**src/rtl/pwm16_gen_pkg.sv**
```systemverilog
// Shared PWM-side definitions: state encoding, default width, inactive-level helper.
package pwm_pkg;

  localparam int unsigned DefaultW = 16;

  typedef enum logic {StIdle, StRun} pwm_state_e;

  // Output level that means "off" for a given polarity.
  function automatic logic inactive_level(input bit active_high);
    return ~active_high;
  endfunction

endpackage

```
**src/rtl/pwm16_gen_if.sv**
```systemverilog
// Duty-word valid/ready channel from the quantizer into the PWM block.
interface pwm16_gen_if
  import pwm_pkg::*;
#(
  parameter int unsigned W = DefaultW
) ();

  logic [W-1:0] duty_in;
  logic         duty_valid;
  logic         duty_ready;

  modport master (output duty_in, output duty_valid, input duty_ready);
  modport slave  (input duty_in, input duty_valid, output duty_ready);

endinterface

```
**src/rtl/pwm16_gen_duty_shadow.sv**
```systemverilog
// One-entry shadow register: accepts a word when empty, emptied by a consume pulse.
module duty_shadow #(
  parameter int unsigned W = 16
) (
  input  logic         clk,
  input  logic         rst,
  input  logic [W-1:0] wr_data_i,
  input  logic         wr_valid_i,
  output logic         wr_ready_o,
  output logic         accept_o,
  input  logic         consume_i,
  output logic         rd_valid_o,
  output logic [W-1:0] rd_data_o
);

  logic         full_q, full_d;
  logic [W-1:0] data_q, data_d;

  assign wr_ready_o = ~full_q;
  assign accept_o   = wr_valid_i & ~full_q;
  assign rd_valid_o = full_q;
  assign rd_data_o  = data_q;

  // A consume while empty with a concurrent accept is a bypass: the word is not stored.
  always_comb begin
    full_d = full_q;
    data_d = data_q;
    if (consume_i) begin
      full_d = 1'b0;
    end else if (accept_o) begin
      full_d = 1'b1;
      data_d = wr_data_i;
    end
  end

  always_ff @(posedge clk) begin
    if (rst) begin
      full_q <= 1'b0;
      data_q <= '0;
    end else begin
      full_q <= full_d;
      data_q <= data_d;
    end
  end

endmodule

```
**src/rtl/pwm16_gen.sv**
```systemverilog
// Edge-aligned PWM with a shadowed duty word applied at each period boundary.
module pwm16_gen
  import pwm_pkg::*;
#(
  parameter int unsigned W           = DefaultW,
  parameter bit          ACTIVE_HIGH = 1'b1
) (
  input  logic          clk,
  input  logic          rst,
  input  logic          en,
  pwm16_gen_if.slave    duty_if,
  input  logic          clr_underrun,
  output logic          pwm_out,
  output logic          period_start,
  output logic          underrun,
  output logic [W-1:0]  duty_active
);

  localparam logic         InactLvl = inactive_level(ACTIVE_HIGH);
  localparam logic [W-1:0] CntMax   = '1;

  pwm_state_e   state_q, state_d;
  logic [W-1:0] cnt_q, cnt_d, duty_q, duty_d;
  logic         pwm_q, pwm_d, start_q, start_d, unr_q, unr_d;
  logic         load, entry, set_unr, run_d;
  logic         sh_valid, sh_accept, sh_ready;
  logic [W-1:0] sh_data;

  duty_shadow #(
    .W(W)
  ) u_shadow (
    .clk        (clk),
    .rst        (rst),
    .wr_data_i  (duty_if.duty_in),
    .wr_valid_i (duty_if.duty_valid),
    .wr_ready_o (sh_ready),
    .accept_o   (sh_accept),
    .consume_i  (load),
    .rd_valid_o (sh_valid),
    .rd_data_o  (sh_data)
  );

  assign duty_if.duty_ready = sh_ready;

  // Load happens on the edge that starts a period, so the new duty is live in its first cycle.
  always_comb begin
    state_d = state_q;
    cnt_d   = cnt_q;
    entry   = 1'b0;
    load    = 1'b0;
    unique case (state_q)
      StIdle: begin
        cnt_d = '0;
        if (en) begin
          state_d = StRun;
          entry   = 1'b1;
          load    = 1'b1;
        end
      end
      StRun: begin
        if (!en) begin
          state_d = StIdle;
          cnt_d   = '0;
        end else begin
          cnt_d = cnt_q + W'(1);
          load  = (cnt_q == CntMax);
        end
      end
      default: state_d = StIdle;
    endcase
  end

  always_comb begin
    duty_d  = duty_q;
    set_unr = 1'b0;
    if (load) begin
      if (sh_valid) begin
        duty_d = sh_data;
      end else if (sh_accept) begin
        duty_d = duty_if.duty_in;
      end else if (!entry) begin
        set_unr = 1'b1;
      end
    end
    unr_d   = set_unr ? 1'b1 : (clr_underrun ? 1'b0 : unr_q);
    run_d   = (state_d == StRun);
    pwm_d   = (run_d && (cnt_d < duty_d)) ? ~InactLvl : InactLvl;
    start_d = run_d && (cnt_d == '0);
  end

  always_ff @(posedge clk) begin
    if (rst) begin
      state_q <= StIdle;
      cnt_q   <= '0;
      duty_q  <= '0;
      pwm_q   <= InactLvl;
      start_q <= 1'b0;
      unr_q   <= 1'b0;
    end else begin
      state_q <= state_d;
      cnt_q   <= cnt_d;
      duty_q  <= duty_d;
      pwm_q   <= pwm_d;
      start_q <= start_d;
      unr_q   <= unr_d;
    end
  end

  assign pwm_out      = pwm_q;
  assign period_start = start_q;
  assign underrun     = unr_q;
  assign duty_active  = duty_q;

endmodule

```
**src/flat_wrapper.sv**
```systemverilog
// flat-port wrapper written by rule: the top's interface ports become plain ports
module pwm16_gen_flat import pwm_pkg::*;
#(
  parameter int unsigned W           = DefaultW,
  parameter bit          ACTIVE_HIGH = 1'b1
)
  (clk, rst, en, clr_underrun, pwm_out, period_start, underrun, duty_active, duty_if_duty_in, duty_if_duty_valid, duty_if_duty_ready);
  pwm16_gen_if #(.W(W)) duty_if_i ();
  input  logic clk;
  input  logic rst;
  input  logic en;
  input  logic clr_underrun;
  output logic pwm_out;
  output logic period_start;
  output logic underrun;
  output logic [W-1:0] duty_active;
  input wire logic [$bits(duty_if_i.duty_in)-1:0] duty_if_duty_in;
  input wire logic [$bits(duty_if_i.duty_valid)-1:0] duty_if_duty_valid;
  output wire logic [$bits(duty_if_i.duty_ready)-1:0] duty_if_duty_ready;
  assign duty_if_i.duty_in = duty_if_duty_in;
  assign duty_if_i.duty_valid = duty_if_duty_valid;
  assign duty_if_duty_ready = duty_if_i.duty_ready;
  pwm16_gen #(.W(W), .ACTIVE_HIGH(ACTIVE_HIGH)) u_core (.clk(clk), .rst(rst), .en(en), .duty_if(duty_if_i), .clr_underrun(clr_underrun), .pwm_out(pwm_out), .period_start(period_start), .underrun(underrun), .duty_active(duty_active));
endmodule
```
**config.mk**
```make
export PLATFORM = sky130hd
export DESIGN_NAME = pwm16_gen_flat
export DESIGN_NICKNAME = d
export VERILOG_FILES = /design/src/rtl/pwm16_gen_pkg.sv /design/src/rtl/pwm16_gen_if.sv /design/src/rtl/pwm16_gen_duty_shadow.sv /design/src/rtl/pwm16_gen.sv /design/src/flat_wrapper.sv
export SDC_FILE = /design/constraint.sdc
export NUM_CORES = 1
export LEC_CHECK = 0
export ABC_CLOCK_PERIOD_IN_PS = 5000
export CAP_MARGIN = 25
export CORE_ASPECT_RATIO = 0.8
export CORE_UTILIZATION = 50
export CTS_BUF_LIST = sky130_fd_sc_hd__clkbuf_4 sky130_fd_sc_hd__clkbuf_8
export DETAILED_ROUTE_END_ITERATION = 16
export PLACE_DENSITY = 0.73
export RECOVER_POWER = 50
export SYNTH_ARGS = -nofsm -noshare
export SYNTH_HDL_FRONTEND = slang
export SYNTH_SLANG_ARGS = --single-unit
```
**constraint.sdc**
```tcl
create_clock -name clk -period 5 [get_ports clk]
set_input_delay 1 -clock clk [delete_from_list [all_inputs] [get_ports clk]]
set_output_delay 1 -clock clk [all_outputs]
set_load 0.01 [all_outputs]
```
# After elaboration in Yosys (flattened, before gate mapping)

Cells that the tools add are included.

Add/sub/neg operators: 1
Order comparisons: 1
Equal/unequal tests: 1
Mux-type cells: 16
Bitwise gates (word level): 4
Reduce and logical (&&, ||, !) cells: 6

Operators with widths:

| kind                  | count |
|---|---|
| $mux 16               | 4 |
| $pmux 16 s2           | 1 |
| $add 16x1->16 const B | 1 |
| $eq 16x16->1 const B  | 1 |
| $logic_not 16->1      | 1 |
| $lt 16x16->1          | 1 |
| $mux 1                | 10 |
| $not 1->1             | 3 |
| $logic_and 1x1->1     | 2 |
| $pmux 1 s2            | 1 |
| $reduce_and 2->1      | 1 |
| $reduce_bool 2->1     | 1 |
| $reduce_or 2->1       | 1 |
| $and 1x1->1           | 1 |

Register bits after elaboration: 53
Output and inout port bits: 20
Logic and storage cells: 37

# Longest topological paths before layout

Gate-level depths: netlist (run 1).

Depth in word-level cells: 8
Depth in mapped cells: 15
Gate-level depth less buffers: 13

# By module

From an unflattened synthesis (run 1), not the netlist that was laid out.

Cell total of the unflattened synthesis: 356
Area total of the unflattened synthesis: 3,034.2 µm²

By module, submodules not included:

| module      | times used | cells an instance | area an instance (µm²) | seq. area each (µm²) |
|---|---|---|---|---|
| pwm16_gen   | 1          | 281               | 2,257.2                | 720.7 |
| duty_shadow | 1          | 75                | 777.0                  | 340.3 |

# Least setup slack after synthesis (run 1)

No wires, ideal clock.

Path kind: in2reg
From: input en
To: register u_core.pwm_q (netlist: u_core.pwm_out)
Setup time: 0.060 ns
Arrival: 3.443 ns
Required time: 4.940 ns
Slack: 1.497 ns
Stages: 14
Buffers on the path: 2
Cells stage by stage: nand4_1 -> or4_4 -> nand2_4 -> buf_12 -> nand2_8 -> buf_12 -> o221ai_4 -> ha_1 -> a21o_1 -> a21oi_1 -> nor2b_1 -> a2111o_1 -> a21oi_1 -> o2111a_1

Word-level cells in the longest chain between the ends: 6
Elaborated cells between the ends (all ways): 9
Classes of those cells: 1 x order compare; 7 x mux; 1 x reduce/logical

Ends and longest elaborated chain:

| element                          | RTL line                         | RTL |
|---|---|---|
| start: declaration               | flat_wrapper.sv:11               | `input logic en;` |
| $mux 1, on equally long branches | pwm16_gen.sv:61, pwm16_gen.sv:54 |  |
| $pmux 1 s2                       | pwm16_gen.sv:51                  | `unique case (state_q)` |
| $mux 16                          | pwm16_gen.sv:76                  | `if (load) begin` |
| $lt 16x16->1                     | pwm16_gen.sv:87                  | `pwm_d = (run_d && (cnt_d < duty_d)) ? ~InactLvl : InactLvl;` |
| $logic_and 1x1->1 (*)            | pwm16_gen.sv:87                  |  |
| $mux 1 (*)                       | pwm16_gen.sv:87                  |  |
| end signal: assignment           | pwm16_gen.sv:96                  | `pwm_q <= InactLvl;` |
| end signal: assignment           | pwm16_gen.sv:103                 | `pwm_q <= pwm_d;` |
| end: declaration                 | pwm16_gen.sv:24                  | `logic pwm_q, pwm_d, start_q, start_d, unr_q, unr_d;` |

Every way passes the cells marked *; elsewhere a longest branch is shown, timed or not.
A chain may end at the register's enable or synchronous reset.

# Final worst setup path (run 1)

Ends and elaborated chain as after synthesis.

==> out/results.tsv, run 1 <==
metric	value	unit
post-synth top area share	33.24	%
worst vdd ir	0.1276	mV
Total Wirelength	7.080	mm
Async S/R FF share, synth	0	%
cts-stage hold buffer count	0	
r2r endpoint	u_core.pwm_out$_SDFF_PP0_	
Synth area leaders	dfxtp_1, o221ai_4, ha_1, nor2_1, mux2_2	
Layout area overhead	14.43	%
status	complete, but fails checks	
DP HPWL	5.356	mm
CTS H-tree depth	2	
Worst Path Max Fanout	11	
Synth Net Count	360	
Final ANT Viol Nets	0	
worst min path class	reg2reg	
Crit path required time	5.26	ns
postcts setup bufs	0	
register area share after synthesis	33.24	%
WS Path Type	in2reg	
DR vias	2501	
R2R Path Start	u_core.cnt_q[0]$_SDFF_PP0_	
Initial Util	52.87	%
chip height	73.46	um
CTS buffer count	5	
synth warn	0	
All-Layer GR Usage	23.10	%
Core ar.	6037	um2
TritonCTS clock tree	done	
number of I/O pins	41	
layout cell share with drive strength beyond 1	16.81	%
clock buffer depth	2	
Setup crit end kind	flop	
Final Net Count	394	
Final Cycle Share	82.29	%
final setup violation count	0	
startpoint types	primary input	
clock sink total	53	
final hold viol count	0	
EDFF count, synth	0	
cell taking the most area after synthesis	dfxtp_1	
Die W	91.33	um
Row Count	25	
hold path cells	2	
hold path endpoint	u_core.underrun$_SDFFE_PP0P_	
Pre-antenna DRT Iters	4	
RSZ-0062 raised after global routing	no	
routability cong.	0.9690	
vias in the first global route	2398	
Syn Inst Count	323	
Worst Path Arrival	4.38	ns
R2R setup slack	1.38	ns
max_cap viols	1	
failing checks	capacitance limit, slew limit	
WL per Instance	16.16	um
die area	6709	um2
Synth Area per Inst	9.882	um2
Tmin final	4.114	ns
Slew HR	-45.75	%
Finished Core Util	60.50	%
count leader, synth	dfxtp_1	
LEAKAGE	1.432	nW
DR iter-0 viols	94	
Synth Flop Type	dfxtp_1	
Via density	5.710	
Reg clk slew, reported paths	0.09	ns
DRC Markers	0	
Distinct cells, synth	54	
Post-CTS Resized	0	
worst skew pair latency	0.31	ns
R2R depth	13	
hold_sp	u_core.underrun$_SDFFE_PP0P_	
IO Port Bufs	40	
clk_skew	0.005983	ns
largest net degree at the start of global routing	44	
Yosys reg bits	53	
Fillers	535	
Synth top cells by count	dfxtp_1, nor2_1, ha_1, mux2i_1, mux2_2	
initial antenna violation count	0	
Mapped Area	3192	um2
Slew Viols, Final	44	
power density cells	245.4	nW/um2
Max Clk Rate	0.2430	GHz
first-pass GRT wire length	12.03	mm
clock root cell	clkbuf_8	
Ant. Diodes	0	
Overflow after GRT	0	
Setup TNS	0	ns
Slew @ Worst Pin	2.186	ns
[layer usage]
layer	GRT usage, %	wire length (um)
met2	35.10	3048
met1	32.15	3446
met3	4.555	425
met5	0	0
met4	9.877	159
[cells by family (layout without fill, tap and decap cells)]
| kind of cell | count (synthesis) | count (layout) | share of synthesized area (%) |
|---|---|---|---|
| XOR/XNOR | 16 | 16 | 4.391 |
| multiplexers | 31 | 31 | 10.31 |
| adder cells (fa/ha/maj) | 16 | 16 | 6.272 |
| AO/OA/AOI/OAI | 46 | 46 | 16.46 |
| flip-flops | 53 | 53 | 33.24 |
| buffers and inverters | 25 | 59 | 5.920 |
| AND/OR/NAND/NOR | 136 | 136 | 23.40 |
[layout by cell type, fill, tap and decap left out, types with 7 or more instances in the layout]
cell type,synthesis,routed
dfxtp_1,53,53
nor2_1,48,48
clkdlybuf4s50_1,0,20
dlygate4sd3_1,1,19
mux2i_1,16,16
ha_1,16,16
mux2_2,15,15
nand2_1,11,11
nor3_1,11,11
nor2_2,11,11
o221ai_4,10,10
a21oi_1,10,10
nand4_1,9,9
or3_1,9,9
xnor2_1,9,9
and3_1,7,7
xor2_1,7,7
inv_1,7,7
[worst max-delay path: stages]
cell	delay, ns
dlygate4sd3_1	0.65
nand4_1	0.13
or4_4	0.52
nand2_4	0.22
buf_4	0.31
o221ai_4	0.14
ha_1	0.33
a21o_1	0.16
a21oi_1	0.15
nor2b_1	0.08
a2111o_1	0.38
a21oi_1	0.13
o2111a_1	0.18
[cell type report]
type	instances	area (um2)	share of cell area [%]
clock buffers	7	90.09	2.467
repair buffers	45	431.7	11.82
multi-input cells	245	1942	53.17
inverters	7	26.28	0.7194
flip-flops and latches	53	1061	29.05
well taps	81	101.3	2.775
[report_power, final]
| group | switching (W) | internal (W) | total [W] | leakage, nW |
|---|---|---|---|---|
| Clock | 0.000140 | 0.000116 | 0.000256 | 0.0477 |
| Sequential | 0.0000215 | 0.000441 | 0.000463 | 0.433 |
| Combinational | 0.0000848 | 0.0000934 | 0.000178 | 0.952 |
| Total | 0.000246 | 0.000650 | 0.000896 | 1.43 |
[per-stage QoR]
step / power [W] / setup slack [ns] / hold WS (ns) / cells / cell area, um2
floorplan: 0.0005977 / 1.497 / 0.4489 / 323 / 3192
finish: 0.0008964 / 0.8855 / 0.4774 / 438 / 3652
global placement: 0.0006514 / 0.7616 / 0.4550 / 431 / 3563
global route: 0.0009386 / 0.7335 / 0.4830 / 438 / 3652
detailed placement: 0.0006541 / 0.6365 / 0.4687 / 431 / 3563
CTS: 0.0009078 / 0.9677 / 0.4818 / 438 / 3654
[worst max-delay path by stage]
| stage | start | end | slack, ns | cells past startpoint |
|---|---|---|---|---|
| 6_report | en | u_core.pwm_out$_SDFF_PP0_ | 0.89 | 13 |
| 3_5_place_dp | en | u_core.pwm_out$_SDFF_PP0_ | 0.64 | 13 |
| 2_1_floorplan | en | u_core.pwm_out$_SDFF_PP0_ | 1.50 | 14 |
| 5_1_grt | en | u_core.pwm_out$_SDFF_PP0_ | 0.73 | 13 |
| 3_3_place_gp | en | u_core.pwm_out$_SDFF_PP0_ | 0.76 | 13 |
| 4_1_cts | en | u_core.pwm_out$_SDFF_PP0_ | 0.97 | 13 |
[state kept, by name, summed over array words and instances (netlist names)]
register / flops
u_core.cnt_q: 16
u_core.duty_active: 16
u_core.period_start: 1
u_core.pwm_out: 1
u_core.state_q: 1
u_core.u_shadow.rd_data_o: 16
u_core.u_shadow.rd_valid_o: 1
u_core.underrun: 1
(Power assumes the default switching activity.)
==> run 2, diff against run 1 <==
- ABC_CLOCK_PERIOD_IN_PS: 5000 -> 3700
- PLACE_DENSITY: 0.73 -> 0.76
- clock period: 5 -> 3.7 ns (I/O delays scaled with it)
==> run 2 against run 1 <==
Compared with the run above:
- the flow now finishes without violations
- global-route usage rose by 0.27 points
- die area did not move
- sequential power up 35%
- clock skew up 0.0014 ns
- combinational power grew 43%
- hold slack worse by 0.0072 ns
- non-clock buffer count up 9
==> out/results.tsv, run 2 (synthesized netlist as in run 1, its figures left out) <==
metric	value	unit	change
slowest stage cell, crit path	dlygate4sd3_1		unchanged
largest net degree at the start of global routing	26		was 44
Post-Layout Inst Area	3730	um2	was 3652 um2
first-pass GRT wire length	12.19	mm	was 12.03 mm
Max Clk Rate	0.2862	GHz	
final hold viol count	0		unchanged
Total Wirelength	7.394	mm	was 7.080 mm
final setup violation count	0		unchanged
Slew Viols, Final	0		was 44
most used cell along the critical path	a21oi_1		unchanged
Slew @ Worst Pin	0.8024	ns	was 2.186 ns
postcts setup bufs	0		unchanged
Place WS	-0.01023	ns	was 0.6365 ns
Row Count	25		unchanged
status	finished, final reports clean		was complete, but fails checks
Ant. Diodes	0		unchanged
Clock power frac	27.3	%	was 28.5%
LEAKAGE	1.482	nW	was 1.432 nW
clock buffer depth	2		unchanged
leading cell types in the layout, fill and taps excluded	dfxtp_1, nor2_1, dlygate4sd3_1, clkdlybuf4s50_1		was dfxtp_1, nor2_1, clkdlybuf4s50_1, dlygate4sd3_1
Core ar.	6037	um2	unchanged
WL per Instance	16.50	um	was 16.16 um
R2R Path Start	u_core.cnt_q[1]$_SDFF_PP0_		was u_core.cnt_q[0]$_SDFF_PP0_
Die W	91.33	um	unchanged
worst min path class	reg2reg		unchanged
met1 usage	31.76	%	was 32.15%
Pre-antenna DRT Iters	4		unchanged
Setup crit end kind	flop		unchanged
die area	6709	um2	unchanged
met2 Use GR	37.96	%	was 35.10%
Initial Util	52.87	%	unchanged
clk_skew	0.007428	ns	was 0.005983 ns
DR vias	2615		was 2501
Most Crowded Layer GR	met2		unchanged
WS Path Type	in2reg		unchanged
cts-stage hold buffer count	0		unchanged
leading cell type in the layout, fill and taps excluded	dfxtp_1		unchanged
Final ANT Viol Nets	0		unchanged
Final Net Count	403		was 394
vias in the first global route	2523		was 2398
max_cap viols	0		was 1
layout cell share with drive strength beyond 1	18.80	%	was 16.81%
clock sink total	53		unchanged
CTS H-tree depth	2		unchanged
Layout area overhead	16.86	%	was 14.43%
power density cells	324.0	nW/um2	was 245.4 nW/um2
startpoint types	primary input		unchanged
worst skew pair latency	0.31	ns	about the same
RSZ-0062 raised after global routing	no		unchanged
Worst Path Max Fanout	5		was 11
CP max stage delay	0.58	ns	was 0.65 ns
DP HPWL	5.768	mm	was 5.356 mm
Post-CTS Resized	0		unchanged
DP Area	3651	um2	was 3563 um2
Overflow after GRT	0		unchanged
clock root cell	clkbuf_8		unchanged
All-Layer GR Usage	23.37	%	was 23.10%
CTS buffer count	5		unchanged
Final Cycle Share	94.42	%	
Sw Ratio	28.10	%	was 27.47%
worst vdd ir	0.1596	mV	was 0.1276 mV
logic gate share of total power	21.0	%	was 19.9%
DRC Markers	0		unchanged
hold_sp	u_core.underrun$_SDFFE_PP0P_		unchanged
TritonCTS clock tree	done		unchanged
Crit path required time	3.96	ns	was 5.26 ns
met3 Track Usage GR	4.451	%	was 4.555%
Internal	0.0008690	W	was 0.0006502 W
crit path setup slack, layout	0.2064	ns	was 0.8855 ns
Reg clk slew, reported paths	0.10	ns	was 0.09 ns
number of I/O pins	41		unchanged
Hold Slack	0.4702	ns	was 0.4774 ns
Tmin final	3.494	ns	
Reg power frac	51.7	%	was 51.6%
DR iter-0 viols	129		was 94
routability cong.	0.8755		was 0.9690
Slew HR	46.01	%	was -45.75%
Via density	5.837		was 5.710
IO Port Bufs	40		unchanged
Worst setup startpoint	en		unchanged
crit-path cells	dlygate4sd3_1 > clkbuf_1 > and3_1 > a21oi_2 > or3_1 > o221ai_4 > ha_1 > a21o_1 > a21oi_1 > nor2b_1 > a2111o_1 > a21oi_1 > o2111a_1		was dlygate4sd3_1 > nand4_1 > or4_4 > nand2_4 > buf_4 > o221ai_4 > ha_1 > a21o_1 > a21oi_1 > nor2b_1 > a2111o_1 > a21oi_1 > o2111a_1
chip height	73.46	um	unchanged
net switching power	0.0003396	W	was 0.0002462 W
initial antenna violation count	0		unchanged
Worst Path Arrival	3.75	ns	was 4.38 ns
[run 2: final timing paths]
| kind | slack (ns) | depth (start not counted) | to |
|---|---|---|---|
| setup reg to reg | 0.41 | 13 | u_core.pwm_out$_SDFF_PP0_ |
| setup / recovery | 0.21 | 13 | u_core.pwm_out$_SDFF_PP0_ |
| hold / removal | 0.47 | 2 | u_core.underrun$_SDFFE_PP0P_ |
| hold reg to reg | 0.47 | 2 | u_core.underrun$_SDFFE_PP0P_ |
[run 2: power by group through the flow]
stage	logic [W]	registers, W	clock network [W]
3_3_place_gp	0.000252	0.000638	0
6_report	0.000254	0.000625	0.000330
3_5_place_dp	0.000260	0.000638	0
4_1_cts	0.000262	0.000625	0.000338
2_1_floorplan	0.000171	0.000636	0
5_1_grt	0.000275	0.000628	0.000361
[run 2: final cells by class]
cell class	instances	area [um2]
clock buffer	6	76.32
tap	81	101.3
multi-input combinational	245	1942
timing repair buffer	54	513.0
inverter	7	26.28
sequential	53	1061
fill	541	2307
clock inverter	2	10.01
[run 2: per-layer routing]
layer,wire length [um],share of wire (%),up-vias
li1,-,-,1262
met5,0,0,-
met4,116,1.6,0
met3,431,5.8,13
met2,3306,45,87
met1,3539,48,1253
[run 2: worst max-delay path, delay by kind of cell]
| kind | cells | cell delay [ns] |
|---|---|---|
| AO/OA/AOI/OAI | 7 | 1.21 |
| buffers and inverters | 2 | 0.79 |
| AND/OR/NAND/NOR | 3 | 0.74 |
| adder cells (fa/ha/maj) | 1 | 0.27 |
[run 2: metrics by stage]
| stage | total power, W | instances | utilization, % | setup TNS [ns] |
|---|---|---|---|---|
| 5_1_grt | 0.001264 | 448 | 61.78 | 0 |
| 3_3_place_gp | 0.0008896 | 439 | 60.23 | 0 |
| 3_5_place_dp | 0.0008979 | 440 | 60.48 | -0.01023 |
| 4_1_cts | 0.001225 | 448 | 61.91 | 0 |
| 2_1_floorplan | 0.0008077 | 323 | - | 0 |
| 6_report | 0.001209 | 448 | 61.78 | 0 |
==> run 3, diff against run 2 <==
- CTS_BUF_LIST: sky130_fd_sc_hd__clkbuf_4 sky130_fd_sc_hd__clkbuf_8 -> sky130_fd_sc_hd__clkbuf_4 sky130_fd_sc_hd__clkbuf_8 sky130_fd_sc_hd__clkbuf_16
- GPL_ROUTABILITY_DRIVEN: unset -> 0
- SLEW_MARGIN: unset -> 25
==> run 3 against run 2 <==
Compared with the run above:
- non-clock buffer count shrank 1
- sequential share of layout area is essentially flat
- critical path depth is the same
- highest routed layer unchanged
- largest cell class unchanged
- critical endpoint unchanged
- power grew 2.8%
==> out/results.tsv, run 3 (synthesized netlist as in run 1, its figures left out) <==
metric	value	unit	change
status	finished, final reports clean		unchanged
Tmin final	3.470	ns	was 3.494 ns
largest net degree at the start of global routing	26		unchanged
initial antenna violation count	0		unchanged
Total Wirelength	7.596	mm	was 7.394 mm
Pre-antenna DRT Iters	5		was 4
Layout area overhead	17.01	%	was 16.86%
final setup violation count	0		unchanged
WL per Instance	16.99	um	was 16.50 um
Ant. Diodes	0		unchanged
met1 usage	33.23	%	was 31.76%
startpoint types	primary input		unchanged
leading cell types in the layout, fill and taps excluded	dfxtp_1, nor2_1, dlygate4sd3_1, clkdlybuf4s50_1		unchanged
Final Net Count	402		was 403
Reg clk slew, reported paths	0.10	ns	about the same
final hold viol count	0		unchanged
Finished Core Util	61.87	%	was 61.78%
Slew Viols, Final	0		unchanged
Core ar.	6037	um2	unchanged
Final Cycle Share	93.79	%	was 94.42%
first-pass GRT wire length	12.68	mm	was 12.19 mm
R2R Path Start	u_core.cnt_q[1]$_SDFF_PP0_		unchanged
worst vdd ir	0.1636	mV	was 0.1596 mV
DR iter-0 viols	142		was 129
layout cell share with drive strength beyond 1	18.58	%	was 18.80%
max_cap viols	0		unchanged
Setup TNS	0	ns	unchanged
vias in the first global route	2606		was 2523
cts-stage hold buffer count	0		unchanged
DR vias	2649		was 2615
register area	1061	um2	unchanged
met2 Use GR	39.48	%	was 37.96%
met3 Track Usage GR	3.727	%	was 4.451%
clock sink total	53		unchanged
All-Layer GR Usage	24.16	%	was 23.37%
WS Path Type	in2reg		unchanged
R2R depth	13		unchanged
Post-CTS Resized	0		unchanged
R2R setup slack	0.45	ns	was 0.41 ns
leading cell type in the layout, fill and taps excluded	dfxtp_1		unchanged
chip height	73.46	um	unchanged
Crit path required time	3.96	ns	about the same
worst skew pair latency	0.30	ns	was 0.31 ns
clock root cell	clkbuf_8		unchanged
r2r endpoint	u_core.pwm_out$_SDFF_PP0_		unchanged
Placed Cells	439		was 440
Most Crowded Layer GR	met2		unchanged
LEAKAGE	1.481	nW	was 1.482 nW
power density cells	332.7	nW/um2	was 324.0 nW/um2
Final ANT Viol Nets	0		unchanged
Worst Path Arrival	3.73	ns	was 3.75 ns
Slew HR	47.00	%	was 46.01%
postcts setup bufs	0		unchanged
clock buffer depth	2		unchanged
IO Port Bufs	40		unchanged
Overflow after GRT	0		unchanged
Worst Path Max Fanout	5		unchanged
Via density	5.926		was 5.837
hold_sp	u_core.underrun$_SDFFE_PP0P_		unchanged
CTS buffer count	5		unchanged
Row Count	25		unchanged
TritonCTS clock tree	done		unchanged
Hold Slack	0.4705	ns	was 0.4702 ns
clk_skew	0.007376	ns	was 0.007428 ns
RSZ-0062 raised after global routing	no		unchanged
worst min path class	reg2reg		unchanged
DP HPWL	5.779	mm	was 5.768 mm
CTS H-tree depth	2		unchanged
multi-input logic area	1947	um2	was 1942 um2
Die W	91.33	um	unchanged
die area	6709	um2	unchanged
number of I/O pins	41		unchanged
Max Clk Rate	0.2882	GHz	was 0.2862 GHz
Setup crit end kind	flop		unchanged
Cell Count, Final, Fillers Out	447		was 448
Slew @ Worst Pin	0.7878	ns	was 0.8024 ns
Worst Setup EP	u_core.pwm_out$_SDFF_PP0_		unchanged
DRC Markers	0		unchanged
Worst setup startpoint	en		unchanged
Fillers	533		was 541
Initial Util	52.87	%	unchanged
## run 3: cell types whose count changed in the layout (fill, tap and decap cells not counted)
cell,before,now
nor2_2,11,10
clkbuf_4,1,0
clkinv_2,2,1
clkbuf_8,5,7
buf_8,1,0
nor2_4,0,1
## run 3: routing by layer
metal	vias up	wire length, um
met3	16	474
met4	0	147
li1	1259	-
met2	103	3372
met1	1271	3601
met5	-	0
## run 3: where the power goes
part	switching, W	internal, W	total (W)
Sequential	0.0000290	0.000596	0.000625
Clock	0.000194	0.000170	0.000364
Combinational	0.000122	0.000132	0.000254
Total	0.000344	0.000898	0.00124
## run 3: worst min path at each step
stage	end	slack [ns]	depth (start not counted)
3_5_place_dp	u_core.underrun$_SDFFE_PP0P_	0.46	2
4_1_cts	u_core.underrun$_SDFFE_PP0P_	0.48	2
6_report	u_core.underrun$_SDFFE_PP0P_	0.47	2
5_1_grt	u_core.underrun$_SDFFE_PP0P_	0.53	2
2_1_floorplan	u_core.cnt_q[0]$_SDFF_PP0_	0.45	1
3_3_place_gp	u_core.underrun$_SDFFE_PP0P_	0.46	2
## run 3: critical path, cell delays in order
cell	delay [ns]
dlygate4sd3_1	0.58
clkbuf_1	0.21
and3_1	0.23
a21oi_2	0.11
or3_1	0.43
o221ai_4	0.10
ha_1	0.27
a21o_1	0.16
a21oi_1	0.14
nor2b_1	0.08
a2111o_1	0.38
a21oi_1	0.12
o2111a_1	0.17
## run 3: metrics by stage
stage / power, W / worst slack (ns) / instance area (um2)
3_5_place_dp: 0.0008970 / -0.01555 / 3641
3_3_place_gp: 0.0008896 / 0.06473 / 3636
6_report: 0.001243 / 0.2297 / 3735
2_1_floorplan: 0.0008077 / 0.4572 / 3192
4_1_cts: 0.001254 / 0.3039 / 3742
5_1_grt: 0.001292 / 0.1067 / 3735
## run 3: cell type report
| class | instances | share of cell area, % |
|---|---|---|
| multi-input cells | 245 | 52.13 |
| flip-flops and latches | 53 | 28.41 |
| repair buffers | 53 | 13.33 |
| well taps | 81 | 2.714 |
| clock buffers | 7 | 2.580 |
| inverters | 7 | 0.7035 |
| clock inverters | 1 | 0.1340 |
